--- config.mk ---
export PLATFORM = sky130hd
export DESIGN_NAME = bus_arbiter
export DESIGN_NICKNAME = d
export VERILOG_FILES = /design/src/rtl/bus_arbiter.sv
export SDC_FILE = /design/constraint.sdc
export NUM_CORES = 1
export LEC_CHECK = 0
export ABC_AREA = 1
export BUFFER_PORTS_ARGS = -buffer_cell sky130_fd_sc_hd__buf_4
export CAP_MARGIN = 10
export CELL_PAD_IN_SITES_DETAIL_PLACEMENT = 0
export CELL_PAD_IN_SITES_GLOBAL_PLACEMENT = 1
export CORE_MARGIN = 10
export CORE_UTILIZATION = 33
export DETAILED_ROUTE_END_ITERATION = 7
export PLACE_DENSITY_LB_ADDON = 0.05
export SLEW_MARGIN = 20
export SYNTH_ARGS = -nofsm -noshare
export SYNTH_HDL_FRONTEND = slang
export SYNTH_SLANG_ARGS = --single-unit
--- constraint.sdc ---
create_clock -name clk -period 2.4 [get_ports clk]
set_input_delay 0.48 -clock clk [delete_from_list [all_inputs] [get_ports clk]]
set_output_delay 0.48 -clock clk [all_outputs]
set_load 0.05 [all_outputs]
--- src/rtl/bus_arbiter.sv ---
// Round-robin arbiter/sequencer for the shared register bus, with bounded lock bursts.
// Optional macro BUS_ARB_PRIO_EN gives requester 0 fixed highest priority at arbitration points.
module bus_arbiter #(
  parameter int unsigned N_REQ    = 4,
  parameter int unsigned N_REG    = 10,
  parameter int unsigned IDX_W    = 5,
  parameter int unsigned MAX_HOLD = 8
) (
  input  logic                   clk,
  input  logic                   rst,
  input  logic [N_REQ-1:0]       req,
  input  logic [N_REQ-1:0]       lock,
  input  logic [N_REQ*IDX_W-1:0] src_idx,
  input  logic [N_REQ*IDX_W-1:0] dst_idx,
  output logic [N_REQ-1:0]       gnt,
  output logic [N_REG-1:0]       tri_controller_OH,
  output logic [N_REG-1:0]       r_en_OH,
  output logic                   busy,
  output logic                   idx_err
);

  localparam int unsigned PTR_W = (N_REQ > 1) ? $clog2(N_REQ) : 1;
  localparam int unsigned CNT_W = $clog2(MAX_HOLD + 1);

  typedef enum logic [1:0] {S_IDLE, S_GRANT, S_HOLD} state_e;

  state_e             state_q, state_d;
  logic [PTR_W-1:0]   ptr_q, ptr_d;
  logic [PTR_W-1:0]   owner_q, owner_d;
  logic [CNT_W-1:0]   cnt_q, cnt_d;
  logic [N_REQ-1:0]   gnt_q, gnt_d;
  logic [N_REG-1:0]   tri_q, tri_d;
  logic [N_REG-1:0]   ren_q, ren_d;
  logic               busy_q, busy_d;
  logic               err_q, err_d;

  logic               sel_valid;
  logic               found;
  logic               prio_win;
  logic               hold_stay;
  logic [PTR_W-1:0]   win;
  logic [PTR_W-1:0]   cand;
  logic [IDX_W-1:0]   src_sel;
  logic [IDX_W-1:0]   dst_sel;
  logic               src_bad;
  logic               dst_bad;

  // State and registered outputs
  always_ff @(posedge clk) begin
    if (rst) begin
      state_q <= S_IDLE;
      ptr_q   <= '0;
      owner_q <= '0;
      cnt_q   <= '0;
      gnt_q   <= '0;
      tri_q   <= '0;
      ren_q   <= '0;
      busy_q  <= 1'b0;
      err_q   <= 1'b0;
    end else begin
      state_q <= state_d;
      ptr_q   <= ptr_d;
      owner_q <= owner_d;
      cnt_q   <= cnt_d;
      gnt_q   <= gnt_d;
      tri_q   <= tri_d;
      ren_q   <= ren_d;
      busy_q  <= busy_d;
      err_q   <= err_d;
    end
  end

  // Next state: continue a lock burst, otherwise arbitrate in the same edge
  always_comb begin
    state_d   = S_IDLE;
    ptr_d     = ptr_q;
    owner_d   = owner_q;
    cnt_d     = '0;
    sel_valid = 1'b0;
    found     = 1'b0;
    win       = '0;
    cand      = '0;

    for (int i = 0; i < int'(N_REQ); i++) begin
      cand = PTR_W'((int'(ptr_q) + i) % int'(N_REQ));
      if (!found && req[cand]) begin
        found = 1'b1;
        win   = cand;
      end
    end

`ifdef BUS_ARB_PRIO_EN
    prio_win = req[0];
`else
    prio_win = 1'b0;
`endif

    hold_stay = (state_q == S_HOLD) && req[owner_q] && lock[owner_q]
                && (cnt_q < CNT_W'(MAX_HOLD));

    if (hold_stay) begin
      state_d   = S_HOLD;
      cnt_d     = cnt_q + CNT_W'(1);
      sel_valid = 1'b1;
    end else if (prio_win) begin
      // Fixed-priority win leaves the round-robin pointer untouched
      owner_d   = '0;
      state_d   = lock[0] ? S_HOLD : S_GRANT;
      cnt_d     = lock[0] ? CNT_W'(1) : '0;
      sel_valid = 1'b1;
    end else if (found) begin
      owner_d   = win;
      ptr_d     = PTR_W'((int'(win) + 1) % int'(N_REQ));
      state_d   = lock[win] ? S_HOLD : S_GRANT;
      cnt_d     = lock[win] ? CNT_W'(1) : '0;
      sel_valid = 1'b1;
    end
  end

  // Output decode for the selected owner; out-of-range indices give no enable
  always_comb begin
    gnt_d   = '0;
    tri_d   = '0;
    ren_d   = '0;
    busy_d  = sel_valid;
    src_sel = src_idx[int'(owner_d)*int'(IDX_W) +: IDX_W];
    dst_sel = dst_idx[int'(owner_d)*int'(IDX_W) +: IDX_W];
    src_bad = 32'(src_sel) >= N_REG;
    dst_bad = 32'(dst_sel) >= N_REG;
    err_d   = sel_valid && (src_bad || dst_bad);
    if (sel_valid) begin
      gnt_d = N_REQ'(1) << owner_d;
      if (!src_bad) tri_d = N_REG'(1) << src_sel;
      if (!dst_bad) ren_d = N_REG'(1) << dst_sel;
    end
  end

  assign gnt               = gnt_q;
  assign tri_controller_OH = tri_q;
  assign r_en_OH           = ren_q;
  assign busy              = busy_q;
  assign idx_err           = err_q;

endmodule
==> metrics.md, run 1 <==
| Metric | Value |
|---|---|
| Synth-to-layout area growth | 54.2% |
| Worst EP arrival | 2.51 ns |
| Final Slew Violations | 0 |
| Antenna violations before repair | 0 |
| Ys async rst share | 0% |
| DP HPWL | 5.03 mm |
| Post-synth top area cell | dfxtp_1 |
| Hold Vio Cnt, Final | 0 |
| Fin cells | 481 |
| Top_reg_cell synth | dfxtp_1 |
| Routed Antenna Nets | 0 |
| Clock slew at reported path FFs | 0.07 ns |
| Largest fanout on the critical path | 7 |
| Max cap viols | 0 |
| Hold path startpoint | rst |
| Cells on worst reg2reg path | 19 |
| Cts bufs inserted | 5 |
| IO Count | 76 |
| FMAX | 436 MHz |
| DRT Pass-1 Iters | 4 |
| Core ar. | 0.00592 sq mm |
| Worst hold slack | 0.405 ns |
| TritonCTS clock tree | built |
| Kind of critical path | reg -> reg |
| H-tree depth | 2 |
| WHS Endpoint | ptr_q[0]$_SDFFE_PP0P_ |
| Clk buf depth | 2 |
| Yosys top cell area share | 36.0% |
| Final Instance Area | 0.00309 sq mm |
| Worst EP required | 2.62 ns |
| Slew @ Worst Pin | 0.218 ns |
| RePlAce Congestion | 0.811 |
| Final core occ | 52.2% |
| # diodes | 0 |
| DR WL/cell | 13.7 um |
| Final worst path period need | 2.29 ns |
| Placed instance count | 460 |
| DR vias/cell | 4.50 |
| Post-synthesis cell area | 0.00200 sq mm |
| Crit. End Element | flip-flop |
| PortBufs | 75 |
| Vias in the first global route | 2159 |
| GRT overflow | 0 |
| Seq cells post-synth | 36 |
| First-pass GRT wire length | 10.2 mm |
| Internal reg-to-reg setup slack | 0.11 ns |
| Initial core utilization | 33.8% |
| Skew final | 0.00263 ns |
| Total GRT Usage | 12.7% |
| Die area | 0.00959 sq mm |
| Layout net count | 456 |
| DRT iter0 DRCs | 70 |
| Syn Inst Count | 298 |
| Worst r2r src | ptr_q[0]$_SDFFE_PP0P_ |
| Clk sink count | 36 |
| Sequential area share after synthesis | 36.0% |
| Relative slew slack | 85.3% |
| Final setup viols | 0 |
| Status | complete, no violations |
| Layout cells sized above 1 | 41.4% |
| Clk Latency, worst-skew pair | 0.28 ns |
| Routed wire length | 6.59 mm |
| Residual DRC | 0 |
| Period utilization | 95.5% |
| Hold Path Class | in -> reg |
| Root buf cell | clkbuf_8 |
| Unique masters post-synth | 29 |
| Largest net degree at the start of global routing | 20 |
| DP Area | 0.00274 sq mm |
| Reg-to-Reg End | tri_controller_OH[4]$_SDFF_PP0_ |
| Number of synthesized flops with an enable pin | 0 |
| Avg Inst Size Synth | 6.72 sq um |
| Hold-fix buffers, CTS | 0 |
| Synth top area cells | dfxtp_1, nand2_1, nand3_1, inv_1, nor2_1 |
| DR vias | 2165 |
| Die width | 97.9 um |
| Critical Path Source Type | flip-flop |
| Num rows | 28 |
| RSZ-0062 raised after global routing | yes |
| Worst hold stages | 2 |
| Syn Nets | 349 |
| Die Y | 97.9 um |
| Synth warn | 0 |
worst max-delay path by stage:
| stage | from | to | slack [ns] | cells past startpoint |
|---|---|---|---|---|
| floorplan | req[1] | r_en_OH[2]$_SDFF_PP0_ | 0.29 | 17 |
| global placement | req[1] | r_en_OH[3]$_SDFF_PP0_ | -0.05 | 17 |
| detailed placement | req[1] | r_en_OH[3]$_SDFF_PP0_ | -0.07 | 17 |
| CTS | ptr_q[0]$_SDFFE_PP0P_ | r_en_OH[3]$_SDFF_PP0_ | 0.04 | 16 |
| global route | ptr_q[0]$_SDFFE_PP0P_ | r_en_OH[8]$_SDFF_PP0_ | -0.05 | 19 |
| finish | ptr_q[0]$_SDFFE_PP0P_ | tri_controller_OH[4]$_SDFF_PP0_ | 0.11 | 19 |
logic make-up (layout without fill, tap and decap cells):
logic type / count (synthesis) / after routing / synth area share [%]
and+or+nand+nor: 201 / 204 / 48.4
adders and majority gates: 1 / 1 / 0.625
DFF: 36 / 36 / 36.0
AOI/OAI and AO/OA: 13 / 13 / 3.75
buffers and inverters: 45 / 150 / 10.4
xor gates and xnor gates: 2 / 2 / 0.875
synthesized netlist by cell type (all sizes together) (2+ instances only):
library cell  count
nand2           112
a21oi             5
nand3b            2
o211ai            3
nor3              4
nand4             3
or2               4
o21ai             4
nand3            44
nor2             31
dfxtp            36
inv              40
buf               5
stage by stage:
step,setup TNS [ns],setup WS [ns]
2_1_floorplan,0,0.289
4_1_cts,0,0.0365
3_3_place_gp,-0.100,-0.0522
6_report,0,0.107
5_1_grt,-0.369,-0.0493
3_5_place_dp,-0.118,-0.0701
cell type report:
cell class	count	area [sq um]
Multi-Input combinational cell	220	1220
Tap cell	75	93.8
Fill cell	613	2830
Inverter	40	160
Clock inverter	2	35.0
Timing Repair Buffer	102	786
Sequential cell	36	724
Clock buffer	6	72.6
critical path: stages (launching register included):
cell	delay [ns]
dfxtp_4	0.36
buf_6	0.14
nand2_1	0.08
nand2_2	0.08
nand2_2	0.07
nand2_2	0.06
nor2_4	0.14
nand3_2	0.11
nand2_4	0.17
inv_8	0.07
nand2_8	0.09
nand2_4	0.09
buf_12	0.14
nand2_1	0.05
nand3_1	0.07
nand2_2	0.09
nand2_2	0.07
nor2_4	0.15
nand2_2	0.10
nor2_1	0.09
what timing repair did:
| action | 4_1_cts | 5_1_grt |
|---|---|---|
| setup endpoints to repair | 0 | 21 |
| resized for setup | 0 | 40 |
| buffers inserted | 0 | 10 |
state kept, by name, summed over array words and instances, names as in the netlist:
register / cells
cnt_q: 4
gnt: 4
ptr_q: 2
r_en_OH: 10
tri_controller_OH: 10
idx_err: 1
state_q: 2
owner_q: 2
busy: 1
layer usage:
layer | track usage, % | routed length, um
met5 | 0 | 0
met1 | 14.6 | 2860
met4 | 2.24 | 17
met2 | 21.2 | 3130
met3 | 5.92 | 579
cells in the final DEF, fill, tap and decap left out, types with 2 or more instances in the layout:
cell type / n
nor2_4: 2
nand3_2: 6
nand4_1: 3
a21oi_1: 5
or2_0: 3
buf_4: 99
inv_1: 33
nand2_4: 12
nor2_2: 3
o21ai_0: 3
clkbuf_8: 5
nand2_2: 24
nor2_1: 26
dfxtp_1: 35
o211ai_1: 3
nand2_1: 76
nand2_8: 3
inv_2: 5
nand3_1: 38
nand3b_1: 2
buf_6: 2
nor3_1: 3
Power of run 1 is left out: the tool's default activity adds up to more than one toggle a clock period on the data nets, which glitch-free logic cannot reach.
==> inputs of run 2 (changes only) <==
--- a/config.mk
+++ b/config.mk
@@ -13,7 +13,9 @@
 export CORE_MARGIN = 10
 export CORE_UTILIZATION = 33
 export DETAILED_ROUTE_END_ITERATION = 7
+export GPL_TIMING_DRIVEN = 0
 export PLACE_DENSITY_LB_ADDON = 0.05
+export RECOVER_POWER = 50
 export SLEW_MARGIN = 20
 export SYNTH_ARGS = -nofsm -noshare
 export SYNTH_HDL_FRONTEND = slang
==> run 2 against run 1 <==
Net effect:
- flip-flop and latch count did not move
- critical endpoint is now r_en_OH[0]$_SDFF_PP0_
- clock skew rose by 0.0010 ns
- final area fell by 2.1%
- largest cell class unchanged
- highest routed layer unchanged
- register-to-register slack got worse by 0.02 ns
==> metrics.md, run 2 (synthesis gave the netlist of run 1 again) <==
| Metric | Value |
|---|---|
| # diodes | 0 (unchanged) |
| Worst EP arrival | 2.53 ns (was 2.51 ns) |
| DR vias/cell | 4.59 (was 4.50) |
| Slew @ Worst Pin | 0.651 ns (was 0.218 ns) |
| Final Instance Area | 0.00302 sq mm (was 0.00309 sq mm) |
| Most frequent cells in the layout | nand2_1, buf_4, nand3_1, dfxtp_1, inv_1 (was buf_4, nand2_1, nand3_1) |
| Met2 Use GR | 20.5% (was 21.2%) |
| Placed instance count | 448 (was 460) |
| Hold-fix buffers, CTS | 0 (unchanged) |
| Gr busiest metal | met2 (unchanged) |
| Status | complete, no violations (unchanged) |
| Num rows | 28 (unchanged) |
| Critical Path Source Type | flip-flop (unchanged) |
| FMAX | 432 MHz (was 436 MHz) |
| Relative slew slack | 56.8% (was 85.3%) |
| Largest delay share family, worst path | simple AND/OR/NAND/NOR gates (unchanged) |
| DRT Pass-1 Iters | 4 (unchanged) |
| Most common cell after layout, fill and taps aside | nand2_1 (was buf_4) |
| Critical path cell sequence | buf_6 -> nand2_1 -> nand2_2 -> nand2_4 -> nand2_2 -> nor2_4 -> nand3_4 -> nand2_8 -> inv_8 -> nand2_8 -> nand2_8 -> clkbuf_16 -> or2_0 -> o211ai_1 -> nand2_2 -> inv_2 -> nand2_2 -> nor3_2 (was buf_6 -> nand2_1 -> nand2_2 -> nand2_2 -> nand2_2 -> nor2_4 -> nand3_2 -> nand2_4 -> inv_8 -> nand2_8 -> nand2_4 -> buf_12 -> nand2_1 -> nand3_1 -> nand2_2 -> nand2_2 -> nor2_4 -> nand2_2 -> nor2_1) |
| Residual DRC | 0 (unchanged) |
| Worst EP required | 2.62 ns (about the same) |
| Skew final | 0.00363 ns (was 0.00263 ns) |
| Final worst path period need | 2.32 ns (was 2.29 ns) |
| # fillers | 635 (was 613) |
| GRT overflow | 0 (unchanged) |
| IO Count | 76 (unchanged) |
| M1 GR Usage | 13.7% (was 14.6%) |
| Final setup TNS | 0 ns (unchanged) |
| Largest net degree at the start of global routing | 12 (was 20) |
| First-pass GRT wire length | 9.69 mm (was 10.2 mm) |
| Synth-to-layout area growth | 51.0% (was 54.2%) |
| DRT iter0 DRCs | 51 (was 70) |
| Clock slew at reported path FFs | 0.07 ns (about the same) |
| Initial core utilization | 33.8% (unchanged) |
| Clk Latency, worst-skew pair | 0.28 ns (about the same) |
| Die width | 97.9 um (unchanged) |
| Hold Vio Cnt, Final | 0 (unchanged) |
| H-tree depth | 2 (unchanged) |
| CP max-delay cell | dfxtp_4 (unchanged) |
| DR vias | 2159 (was 2165) |
| Final Slew Violations | 0 (unchanged) |
| Kind of critical path | reg -> reg (unchanged) |
| Die area | 0.00959 sq mm (unchanged) |
| Crit path top cell by count | nand2_2 (unchanged) |
| Crit. End Element | flip-flop (unchanged) |
| Period utilization | 96.5% (was 95.5%) |
| CP max stage delay | 0.37 ns (was 0.36 ns) |
| Die Y | 97.9 um (unchanged) |
| DP Area | 0.00266 sq mm (was 0.00274 sq mm) |
| Clk buf depth | 2 (unchanged) |
| Final core occ | 51.1% (was 52.2%) |
| Antenna violations before repair | 0 (unchanged) |
| Core ar. | 0.00592 sq mm (unchanged) |
| Routed Antenna Nets | 0 (unchanged) |
| DR WL/cell | 13.4 um (was 13.7 um) |
| Final setup viols | 0 (unchanged) |
| Cts bufs inserted | 5 (unchanged) |
| Root buf cell | clkbuf_8 (unchanged) |
| TritonCTS clock tree | built (unchanged) |
| Largest fanout on the critical path | 7 (unchanged) |
| PortBufs | 75 (unchanged) |
| Layout cells sized above 1 | 36.7% (was 41.4%) |
| DP HPWL | 4.75 mm (was 5.03 mm) |
| Clk sink count | 36 (unchanged) |
| Sequential cell area | 728 sq um (was 724 sq um) |
| Max cap viols | 0 (unchanged) |
| Vias in the first global route | 2108 (was 2159) |
| Worst path bufs/invs | 4 (was 3) |
| RSZ-0062 raised after global routing | yes (unchanged) |
| Routed wire length | 6.29 mm (was 6.59 mm) |
| Fin cells | 470 (was 481) |
| Met3 Usage GRT | 4.86% (was 5.92%) |
| Area of the multi-input gates | 0.00125 sq mm (was 0.00122 sq mm) |
| Hold Path Class | in -> reg (unchanged) |
| Layout net count | 445 (was 456) |
| RePlAce Congestion | 0.818 (was 0.811) |
| Total GRT Usage | 12.0% (was 12.7%) |
==> run 2: area by class of cell <==
class / count / area share, %
Buffer: 5 / 2.11
Clock buffer: 6 / 2.40
Clock inverter: 2 / 1.16
Inverter: 40 / 5.46
Multi-Input combinational cell: 217 / 41.4
Sequential cell: 36 / 24.1
Tap cell: 75 / 3.10
Timing Repair Buffer: 89 / 20.3
==> run 2: what timing repair did <==
action | in CTS | in global routing
cloned | 0 | 3
gates resized for setup | 1 | 62
pin swaps | 0 | 21
buffers inserted | 0 | 11
setup endpoints to repair | 2 | 21
==> run 2: stage by stage <==
| step | hold slack [ns] | setup WS, ns |
|---|---|---|
| floorplan | 0.433 | 0.289 |
| global placement | 0.455 | -0.154 |
| detailed placement | 0.460 | -0.155 |
| CTS | 0.393 | 0.00912 |
| global route | 0.388 | -0.113 |
| finish | 0.395 | 0.0849 |
==> run 2: worst paths after layout <==
path / slack [ns] / cells past startpoint / end / startpoint
setup / recovery: 0.08 / 18 / r_en_OH[0]$_SDFF_PP0_ / ptr_q[0]$_SDFFE_PP0P_
hold reg to reg: 0.47 / 1 / cnt_q[0]$_SDFF_PP0_ / cnt_q[0]$_SDFF_PP0_
setup reg to reg: 0.08 / 18 / r_en_OH[0]$_SDFF_PP0_ / ptr_q[0]$_SDFFE_PP0P_
hold / removal: 0.39 / 2 / ptr_q[0]$_SDFFE_PP0P_ / rst
==> run 2: worst reg2reg max path, delay by kind of cell, from the launching register on <==
| family | cells | cell delay, ns |
|---|---|---|
| simple gates | 13 | 1.32 |
| buf+inv | 4 | 0.45 |
| flops | 1 | 0.37 |
| compound gates | 1 | 0.11 |
==> run 2: routing by layer <==
metal | up-vias | share of wire, %
met5 | - | 0
met4 | 0 | 0.60
met3 | 7 | 6.6
met2 | 55 | 48
met1 | 974 | 45
li1 | 1123 | -
Power of run 2 is left out for the same reason.
==> inputs of run 3 (changes only) <==
--- a/config.mk
+++ b/config.mk
@@ -7,11 +7,11 @@
 export LEC_CHECK = 0
 export ABC_AREA = 1
 export BUFFER_PORTS_ARGS = -buffer_cell sky130_fd_sc_hd__buf_4
-export CAP_MARGIN = 10
+export CAP_MARGIN = 25
 export CELL_PAD_IN_SITES_DETAIL_PLACEMENT = 0
 export CELL_PAD_IN_SITES_GLOBAL_PLACEMENT = 1
 export CORE_MARGIN = 10
-export CORE_UTILIZATION = 33
+export CORE_UTILIZATION = 36
 export DETAILED_ROUTE_END_ITERATION = 7
 export GPL_TIMING_DRIVEN = 0
 export PLACE_DENSITY_LB_ADDON = 0.05
==> constraint.sdc (replaced) <==
create_clock -name clk -period 2.9 [get_ports clk]
set_input_delay 0.145 -clock clk [delete_from_list [all_inputs] [get_ports clk]]
set_output_delay 0.145 -clock clk [all_outputs]
set_load 0.05 [all_outputs]
==> run 3 against run 2 <==
Net effect:
- maximum frequency down 7.0%
- non-clock buffer count down 14
- routed wire length down 11%
- sequential share of layout area up 3.2 points
- register-to-register slack better by 0.32 ns
- critical path depth unchanged
- clock-buffer cell count up 2
- cell count down 3.6%
- hold slack worse by 0.33 ns
- first-iteration DRC count down 2.0%
- core utilization down 2.5 points
- via count down 4.5%
==> metrics.md, run 3 (synthesis gave the netlist of run 1 again) <==
| Metric | Value |
|---|---|
| Status | complete, no violations (unchanged) |
| Final setup viols | 0 (unchanged) |
| Most frequent cells in the layout | nand2_1, buf_4, nand3_1 (was nand2_1, buf_4, nand3_1, dfxtp_1, inv_1) |
| Clk buf depth | 2 (unchanged) |
| Worst EP arrival | 2.70 ns (was 2.53 ns) |
| FMAX | 402 MHz (was 432 MHz) |
| WHS Endpoint | owner_q[0]$_SDFF_PP0_ (was ptr_q[0]$_SDFFE_PP0P_) |
| Routed wire length | 5.62 mm (was 6.29 mm) |
| Largest net degree at the start of global routing | 11 (was 12) |
| Crit. End Element | flip-flop (unchanged) |
| Largest fanout on the critical path | 10 (was 7) |
| Hold path startpoint | rst (unchanged) |
| Pwr dens | 1450 mW/mm^2 |
| Initial core utilization | 36.8% (was 33.8%) |
| Cells on worst reg2reg path | 18 (unchanged) |
| Vias in the first global route | 2093 (was 2108) |
| DR vias/cell | 4.55 (was 4.59) |
| Max cap viols | 0 (unchanged) |
| Clk sink count | 36 (unchanged) |
| Most common cell after layout, fill and taps aside | nand2_1 (unchanged) |
| Die width | 94.6 um (was 97.9 um) |
| Worst r2r src | ptr_q[1]$_SDFFE_PP0P_ (was ptr_q[0]$_SDFFE_PP0P_) |
| Die Y | 94.6 um (was 97.9 um) |
| Gates resized, CTS repair | 0 (was 1) |
| P_leak | 1.34 nW |
| Worst vdd ir | 0.000573 V |
| DRT Pass-1 Iters | 4 (unchanged) |
| TritonCTS clock tree | built (unchanged) |
| Clock slew at reported path FFs | 0.07 ns (about the same) |
| Final worst path period need | 2.49 ns (was 2.32 ns) |
| Hold Vio Cnt, Final | 0 (unchanged) |
| Num rows | 27 (was 28) |
| Routed Antenna Nets | 0 (unchanged) |
| Clk Latency, worst-skew pair | 0.27 ns (was 0.28 ns) |
| Synth-to-layout area growth | 32.0% (was 51.0%) |
| Period utilization | 85.9% (was 96.5%) |
| Worst hold slack | 0.0628 ns (was 0.395 ns) |
| DR vias | 2061 (was 2159) |
| Final Slew Violations | 0 (unchanged) |
| Hold-fix buffers, CTS | 0 (unchanged) |
| GRT overflow | 0 (unchanged) |
| H-tree depth | 2 (unchanged) |
| DP HPWL | 4.72 mm (was 4.75 mm) |
| IO Count | 76 (unchanged) |
| DRT iter0 DRCs | 50 (was 51) |
| Layout cells sized above 1 | 23.6% (was 36.7%) |
| Worst hold stages | 2 (unchanged) |
| Relative slew slack | 57.1% (was 56.8%) |
| Total GRT Usage | 12.8% (was 12.0%) |
| Skew final | 0.00434 ns (was 0.00363 ns) |
| Cts bufs inserted | 5 (unchanged) |
| PortBufs | 75 (unchanged) |
| RePlAce Congestion | 0.869 (was 0.818) |
| Post-CTS Setup Bufs | 0 (unchanged) |
| RSZ-0062 raised after global routing | no (was yes) |
| Setup crit start | ptr_q[1]$_SDFFE_PP0P_ (was ptr_q[0]$_SDFFE_PP0P_) |
| Internal reg-to-reg setup slack | 0.41 ns (was 0.08 ns) |
| Worst EP required | 3.11 ns (was 2.62 ns) |
| Root buf cell | clkbuf_8 (unchanged) |
| Layout net count | 431 (was 445) |
| First-pass GRT wire length | 9.38 mm (was 9.69 mm) |
| Critical Path Source Type | flip-flop (unchanged) |
| Die area | 0.00895 sq mm (was 0.00959 sq mm) |
| # diodes | 0 (unchanged) |
| Residual DRC | 0 (unchanged) |
| Antenna violations before repair | 0 (unchanged) |
| Hold Path Class | in -> reg (unchanged) |
| Slew @ Worst Pin | 0.646 ns (was 0.651 ns) |
| Final setup TNS | 0 ns (unchanged) |
| Kind of critical path | reg -> reg (unchanged) |
| Core ar. | 0.00544 sq mm (was 0.00592 sq mm) |
| Reg-to-Reg End | r_en_OH[2]$_SDFF_PP0_ (was r_en_OH[0]$_SDFF_PP0_) |
| DR WL/cell | 12.4 um (was 13.4 um) |
==> run 3: changes by cell type in the layout (fill, tap and decap cells not counted), moves of 5 or more <==
cell / delta
nand2_1: +20
nand2_2: -13
buf_4: -12
nand3_1: +7
nand3_2: -5
==> run 3: report_power, final <==
group          internal (mW)  total (mW)  switching, mW  leakage, nW
clock network          0.194       0.350          0.157       0.0455
registers              0.629       0.685         0.0553        0.294
logic                  0.827        2.80           1.97         1.00
total                   1.65        3.83           2.18         1.34
==> run 3: through the flow <==
stage | power [mW] | instance area [sq um] | std cells | worst slack, ns | utilization, %
after floorplan | 2.91 | 2000 | 298 | 0.853 | -
after global placement | 3.59 | 2660 | 445 | 0.504 | 48.8
after detailed placement | 3.60 | 2660 | 445 | 0.502 | 48.8
after CTS | 3.96 | 2750 | 453 | 0.478 | 50.5
after global routing | 4.28 | 2640 | 453 | 0.115 | 48.6
final | 3.83 | 2640 | 453 | 0.409 | 48.6
==> run 3: critical path, stage by stage, from the launching register on <==
cell     delay (ns)
dfxtp_1        0.44
inv_2          0.10
nand2_2        0.08
nand2_4        0.07
nand2_2        0.07
nand2_2        0.06
nor2_4         0.10
nand3_1        0.20
nand2_4        0.20
nand2_4        0.11
nand2_4        0.09
buf_6          0.14
nand2_1        0.06
nand3_1        0.07
nand2_1        0.11
inv_2          0.10
nand3_2        0.10
or2_1          0.24
nor2_1         0.08
==> run 3: cell type report <==
type                    instances  area [sq um]
fillers                       609          2800
multi-input cells             217          1070
flip-flops and latches         36           721
repair buffers                 75           465
inverters                      40           155
clock buffers                   8          90.1
well taps                      72          90.1
plain buffers                   5          52.6
==> run 3: how the worst max path moves through the flow <==
stage | endpoint | slack (ns) | depth (start not counted)
after floorplan | r_en_OH[2]$_SDFF_PP0_ | 0.85 | 17
after global placement | r_en_OH[2]$_SDFF_PP0_ | 0.50 | 18
after detailed placement | tri_controller_OH[2]$_SDFF_PP0_ | 0.50 | 17
after CTS | r_en_OH[2]$_SDFF_PP0_ | 0.48 | 18
after global routing | r_en_OH[9]$_SDFF_PP0_ | 0.12 | 19
final | r_en_OH[2]$_SDFF_PP0_ | 0.41 | 18
==> run 3: layer usage <==
| metal | global-route usage, % | part of all wire [%] | vias up |
|---|---|---|---|
| met5 | 0 | 0 | - |
| met4 | 2.00 | 0.44 | 0 |
| met3 | 6.50 | 9.6 | 4 |
| met2 | 22.0 | 48 | 61 |
| met1 | 14.1 | 42 | 903 |
| li1 | - | - | 1093 |
(Power assumes the default switching activity.)
